$ cat src/rtl/full_add_pkg.sv
// Shared constants for the full_add ripple-carry adder.
package full_add_pkg;

  localparam int unsigned DEFAULT_WIDTH = 1;

endpackage : full_add_pkg

$ cat src/rtl/full_add_bit.sv
// One-bit full adder cell; the top chains WIDTH of these into a ripple adder.
module full_add_bit (
  input  logic a,
  input  logic b,
  input  logic ci,
  output logic s,
  output logic co
);

  assign s  = a ^ b ^ ci;
  assign co = (a & b) | (a & ci) | (b & ci);

endmodule : full_add_bit

$ cat src/rtl/full_add.sv
// Unsigned WIDTH-bit adder: zero-latency sum/carry plus a one-cycle registered copy with valid.
module full_add
  import full_add_pkg::*;
#(
  parameter int unsigned WIDTH = DEFAULT_WIDTH
) (
  input  logic             clk,
  input  logic             rst_n,
  input  logic [WIDTH-1:0] a,
  input  logic [WIDTH-1:0] b,
  input  logic             c1,
  input  logic             in_valid,
  output logic [WIDTH-1:0] s,
  output logic             c2,
  output logic [WIDTH-1:0] s_q,
  output logic             c2_q,
  output logic             out_valid
);

  // carry[i] feeds bit i; carry[WIDTH] is the adder carry-out
  logic [WIDTH:0] carry;

  assign carry[0] = c1;
  assign c2       = carry[WIDTH];

  for (genvar i = 0; i < int'(WIDTH); i++) begin : g_bit
    full_add_bit u_bit (
      .a  (a[i]),
      .b  (b[i]),
      .ci (carry[i]),
      .s  (s[i]),
      .co (carry[i+1])
    );
  end

  // Result register: reset wins over in_valid; an idle cycle holds the last result
  always_ff @(posedge clk) begin
    if (!rst_n) begin
      s_q       <= '0;
      c2_q      <= 1'b0;
      out_valid <= 1'b0;
    end else begin
      out_valid <= in_valid;
      if (in_valid) begin
        s_q  <= s;
        c2_q <= c2;
      end
    end
  end

endmodule : full_add

$ cat config.mk
export PLATFORM = sky130hd
export DESIGN_NAME = full_add
export DESIGN_NICKNAME = d
export VERILOG_FILES = /design/src/rtl/full_add_pkg.sv /design/src/rtl/full_add_bit.sv /design/src/rtl/full_add.sv
export SDC_FILE = /design/constraint.sdc
export NUM_CORES = 1
export LEC_CHECK = 0
export ABC_AREA = 1
export ABC_CLOCK_PERIOD_IN_PS = 3100
export BUFFER_PORTS_ARGS = -buffer_cell sky130_fd_sc_hd__buf_2
export CAP_MARGIN = 15
export CORE_AREA = 2 2 39 41
export DETAILED_ROUTE_END_ITERATION = 10
export DIE_AREA = 0 0 41 43
export GPL_ROUTABILITY_DRIVEN = 0
export GPL_TIMING_DRIVEN = 0
export PLACE_DENSITY = 0.3
export SLEW_MARGIN = 25
export SYNTH_ARGS = -nofsm -noshare
export SYNTH_HDL_FRONTEND = slang
export SYNTH_SLANG_ARGS = --single-unit
export TNS_END_PERCENT = 50
$ cat constraint.sdc
create_clock -name clk -period 3.1 [get_ports clk]
set_clock_uncertainty 0.2 [all_clocks]
set_input_delay 0.62 -clock clk [delete_from_list [all_inputs] [get_ports clk]]
set_output_delay 0.62 -clock clk [all_outputs]
set_load 0.01 [all_outputs]
==> metrics.txt, run 1 <==
Layout Cells excl Fill 46; worst-skew pair later-pin latency 0.23 ns; Max Clk Rate 451 MHz; clock share of power 0.512; worst path bufs/invs 2; Final HPWL DP 243 um; # Max-Cap Violations 0; Synth Area in Compound Gates 0; Async SR Flop Fraction 0; most used cell, CP buf_2; post-CTS sizing 0; Main synth FF type dfxtp_1; largest net degree at the start of global routing 6; initial antenna violation count 0; Max IR drop VDD 0.0944 mV; Area contributors post-synth dfxtp_1, fa_1, nand2_1; Max stage delay on crit path 0.54 ns; post-route cell area 221 sq um; IO Pins 11; CP Capture Type output pin; XOR/XNOR Fraction of Synth Area 0; combinational share of power 0.160; CTS Buf Count 3; setup_tns 0 ns; crit path kind input port to output pin; TritonCTS clock tree done; Top delay family on crit path adder cells; die height 43 um; unrepaired setup endpoints after global routing false; port bufs 10; Sw Ratio 0.236; clock-pin slew on the worst setup and hold paths 0.03 ns; ANT cells 0; DRC 0; synthesized area 125 sq um; routed via count 140; Hold Vio Cnt, Final 0; Placed Cells 42; sequential fraction of design power 0.328; Clock Path Buffers 2; commonest cells in the netlist nand2_1, nor2_1, dfxtp_1, inv_1, fa_1; H-tree depth 1; EDFF count, synth 0; mux cell area share after synthesis 0; CTS Hold Bufs 0; CP Cell Sequence buf_2 > fa_1 > buf_2; synth unique cells 5; Std-Cell Rows 14; total net switching power 0.0306 mW; Cell Int Power 0.0994 mW; Vias/cell 3.04; static leakage 0.129 nW; Avg Inst Size Synth 7.82 sq um; die extent in x 41 um; Max FO, Critical Path 2; Worst path slowest cell fa_1; Worst Hold Class register to register; critical path startpoint category input port; Yosys top cell by area dfxtp_1; number of global-route vias before repair 156; DRT Pass-1 Iters 1; period utilisation layout 0.716; final worst slack 0.881 ns; Synth Register Bits 3; hold depth 2; CTS sink count 3; setup bufs post-CTS 0; Slew Viols, Final 0; GRT Total Usage 0.0492; Min Hold Slack 0.263 ns; status complete, no violations; synth warn 0; first-pass GRT wire length 489 um; share of post-route cells with drive strength above 1 0.433; Rel. slew slack 0.945; post-synth top area share 0.480; wire per inst 6.02 um; P&R area growth vs syn 77.0%; core area 1380 sq um; Slew @ Worst Pin 0.0824 ns; detailed-route wire length 277 um; Place WS 0.876 ns; number of cells produced by synthesis 16; root buf cell clkbuf_4; remaining antenna violation count after routing 0; most numerous cell in the Yosys netlist nand2_1; Simple-Gate Fraction of Synth Area 0.270; largest family of logic cells by synthesized area simple AND/OR/NAND/NOR gates; die footprint 1760 sq um; pwr/cell area 587 nW/um^2; Syn Nets 23; Post-Synth Adder-Cell Area 0.160; Setup-failing EPs final 0; fin crit period 2.22 ns; fin nets 38; critical path arrival 1.40 ns; WP data required 2.28 ns; Iteration-0 DRC Markers 0; reg2reg path depth 2; Placed Area 195 sq um; Initial Util 0.0904; grt ovf 0; WP depth 3; sequential area share after synthesis 0.480
[tightest hold or removal path: cells and delay by family (launching register included)]
kind,cells,cell delay [ns]
flip-flops,1,0.30
AND/OR/NAND/NOR,2,0.13
[metrics by stage]
stage,util,power (mW)
after floorplan,-,0.0545
after global placement,0.141,0.0645
after detailed placement,0.141,0.0647
after CTS,0.160,0.134
after global routing,0.160,0.141
final,0.160,0.130
[cell type report]
type                    instances  area [sq um]
fillers                       162          1160
flip-flops and latches          3          60.1
multi-input cells              10          53.8
repair buffers                 10          50.0
clock buffers                   4          26.3
well taps                      16          20.0
inverters                       3          11.3
[flip-flops by register name (all words and copies together) (netlist names)]
name	count
out_valid	1
s_q	1
c2_q	1
[kinds of logic after synthesis]
group | after synthesis
flops | 3
buf+inv | 3
fa+ha+maj | 1
simple gates | 9
[placed cells by master, fill, tap and decap left out, drive strengths merged]
cell	n
buf	10
clkbuf	4
dfxtp	3
fa	1
inv	3
nand2	5
nor2	4
[power groups by stage]
stage	Combinational, mW	Sequential [mW]	Clock (mW)
after global routing	0.0241	0.0429	0.0742
after global placement	0.0213	0.0432	0
after CTS	0.0215	0.0427	0.0695
final	0.0208	0.0427	0.0665
after floorplan	0.00963	0.0448	0
after detailed placement	0.0215	0.0432	0
[path summary, 6_finish.rpt]
| kind | endpoint | from | slack [ns] |
|---|---|---|---|
| worst min register to register | s_q | s_q | 0.26 |
| worst max register to register | c2_q | c2_q | 2.35 |
| worst min-delay path | s_q | s_q | 0.26 |
| worst max-delay path | s | a | 0.88 |
[metal layers]
layer / vias to the layer above / part of all wire / GRT usage / wire length (um)
met5: - / 0 / 0 / 0
met4: 0 / 0 / 0.0800 / 0
met1: 64 / 0.26 / 0.0225 / 72
met3: 0 / 0.061 / 0.0314 / 17
li1: 74 / - / - / -
met2: 2 / 0.67 / 0.0750 / 186
Note: power is estimated with default switching activity, not from simulation.
==> run 2, diff against run 1 <==
--- a/config.mk
+++ b/config.mk
@@ -5,8 +5,8 @@
 export SDC_FILE = /design/constraint.sdc
 export NUM_CORES = 1
 export LEC_CHECK = 0
-export ABC_AREA = 1
-export ABC_CLOCK_PERIOD_IN_PS = 3100
+export ABC_AREA = 0
+export ABC_CLOCK_PERIOD_IN_PS = 1850
 export BUFFER_PORTS_ARGS = -buffer_cell sky130_fd_sc_hd__buf_2
 export CAP_MARGIN = 15
 export CORE_AREA = 2 2 39 41
==> constraint.sdc (replaced) <==
create_clock -name clk -period 1.85 [get_ports clk]
set_clock_uncertainty 0.2 [all_clocks]
set_input_delay 0.37 -clock clk [delete_from_list [all_inputs] [get_ports clk]]
set_output_delay 0.37 -clock clk [all_outputs]
set_load 0.01 [all_outputs]
==> run 2 against run 1 <==
Against the previous run: register-to-register slack worse by 1.3 ns; cell count is 15% lower; synthesized cell count is 44% lower; via count fell by 16%; sequential share of layout area rose by 0.63 points; synthesized area shrank 4.0%; die area unchanged; critical path type unchanged.
==> metrics.txt, run 2 <==
Rel. slew slack 0.916 (-0.0286); fin nets 31 (-18%); IO Pins 11 (unchanged); # Max-Cap Violations 0 (unchanged); Initial Util 0.0868 (-0.00362); Worst Hold Class input port to register; die height 43 um (unchanged); Iteration-0 DRC Markers 0 (unchanged); sequential area share after synthesis 0.500 (+0.0200); Synth Register Bits 3 (unchanged); Async SR Flop Fraction 0 (unchanged); r2r endpoint s_q; commonest cells in the netlist dfxtp_1, mux2i_1, nor2b_1; static leakage 0.108 nW (-16%); synth unique cells 5 (unchanged); fin util 0.156 (-0.00362); setup_tns 0 ns (unchanged); remaining antenna violation count after routing 0 (unchanged); CTS sink count 3 (unchanged); fill count 158 (-2.5%); commonest non-fill, non-tap cell in the layout buf_2; wire per inst 7.97 um (+32%); Max Clk Rate 577 MHz; share of post-route cells with drive strength above 1 0.609 (+0.175); H-tree depth 1 (unchanged); die extent in x 41 um (unchanged); EDFF count, synth 0 (unchanged); most used cell, CP buf_2; pwr/cell area 1020 nW/um^2 (+74%); status complete, no violations; number of global-route vias before repair 105 (-33%); root buf cell clkbuf_4; initial antenna violation count 0 (unchanged); setup bufs post-CTS 0 (unchanged); die footprint 1760 sq um (unchanged); Max IR drop VDD 0.131 mV (+39%); clock-pin slew on the worst setup and hold paths 0.04 ns (about the same); post-CTS sizing 0 (unchanged); DRT Pass-1 Iters 1 (unchanged); port bufs 10 (unchanged); Yosys top cell by area dfxtp_1; Syn Nets 16 (-30%); largest registers c2_q: 1 flops, out_valid: 1 flops, s_q: 1 flops; Max stage delay on crit path 0.55 ns (about the same); GRT Total Usage 0.0490 (-0.000148); Clock Path Buffers 2 (unchanged); Main synth FF type dfxtp_1; Slew @ Worst Pin 0.122 ns (+0.0397 ns); unrepaired setup endpoints after global routing false; period utilisation layout 0.937; synth warn 0 (unchanged); Std-Cell Rows 14 (unchanged); Hold Vio Cnt, Final 0 (unchanged); post-synth top area share 0.500 (+0.0200); reg2reg path depth 2 (unchanged); TritonCTS clock tree done; hold depth 2 (unchanged); first-pass GRT wire length 414 um (-15%); ANT cells 0 (unchanged); Slew Viols, Final 0 (unchanged); end of the worst hold path s_q; CTS Buf Count 3 (unchanged); routed via count 117 (-16%); HP Start rst_n; most numerous cell in the Yosys netlist dfxtp_1; largest net degree at the start of global routing 4 (-2); P&R area growth vs syn 80.2%; Setup-failing EPs final 0 (unchanged); reg2reg setup slack 1.06 ns (-1.29 ns); Worst path slowest cell fa_1; crit path kind input port to output pin; number of cells produced by synthesis 9 (-7); critical path startpoint category input port; final worst slack 0.116 ns (-0.765 ns); WP data required 1.28 ns (-1.00 ns); Placed Cells 35 (-17%); CP Capture Type output pin; CP Cell Sequence buf_2 > fa_1 > buf_2; core area 1380 sq um (unchanged); Place WS 0.106 ns (-0.770 ns); grt ovf 0 (unchanged); synthesized area 120 sq um (-4.0%); CTS Hold Bufs 0 (unchanged); Critical Path Source a; Vias/cell 3.00 (-1.4%); most frequent cells in the layout buf_2, dfxtp_1, clkbuf_4; fin crit period 1.73 ns; Max FO, Critical Path 2 (unchanged); Avg Inst Size Synth 13.3 sq um (+71%); critical path arrival 1.16 ns (-0.24 ns); Area contributors post-synth dfxtp_1, fa_1, mux2i_1; detailed-route wire length 311 um (+12%); Layout Cells excl Fill 39 (-15%); worst-skew pair later-pin latency 0.23 ns (about the same); DRC 0 (unchanged); reg2reg start s_q
==> run 2: cell count changes after synthesis, sizes merged <==
cell | previous run | this run
and2 | 0 | 1
inv | 3 | 0
mux2i | 0 | 2
nand2 | 5 | 0
nor2 | 4 | 0
nor2b | 0 | 2
==> run 2: layout make-up <==
cell class	instances	area (sq um)	area share
clock buffers	4	26.3	0.121
flip-flops and latches	3	60.1	0.277
multi-input cells	6	60.1	0.277
repair buffers	10	50.0	0.231
well taps	16	20.0	0.0925
==> run 2: how the worst max path moves through the flow <==
stage / end / slack [ns] / cells past startpoint
after floorplan: s / 0.32 / 1
after global placement: s / 0.11 / 3
after detailed placement: s / 0.11 / 3
after CTS: s / 0.11 / 3
after global routing: s / 0.07 / 3
final: s / 0.12 / 3
==> run 2: cell families after synthesis <==
| logic type | count (synthesis) | share of synthesized area |
|---|---|---|
| and+or+nand+nor | 3 | 0.167 |
| DFF | 3 | 0.500 |
| muxes | 2 | 0.167 |
| adders and majority gates | 1 | 0.167 |
==> run 2: critical path: cells and delay by family <==
kind,cells,cell delay (ns)
buf+inv,2,0.24
fa+ha+maj,1,0.55
==> run 2: per-stage QoR <==
step	hold slack, ns	instance area, sq um	power [mW]
after floorplan	0.298	120	0.0900
after global placement	0.304	190	0.107
after detailed placement	0.312	190	0.108
after CTS	0.178	216	0.231
after global routing	0.188	216	0.239
final	0.188	216	0.221
==> run 2: report_power, final <==
| group | total (mW) | switching, mW | internal, mW |
|---|---|---|---|
| registers | 0.0715 | 0.00176 | 0.0697 |
| logic | 0.0341 | 0.0167 | 0.0174 |
| clock network | 0.115 | 0.0343 | 0.0809 |
| total | 0.221 | 0.0528 | 0.168 |
==> run 2: layer usage <==
metal,global-route usage,share of wire,vias up
met5,0,0,-
met1,0.0382,0.38,49
met3,0.0628,0.25,0
met4,0.0800,0,0
met2,0.0406,0.36,11
li1,-,-,57
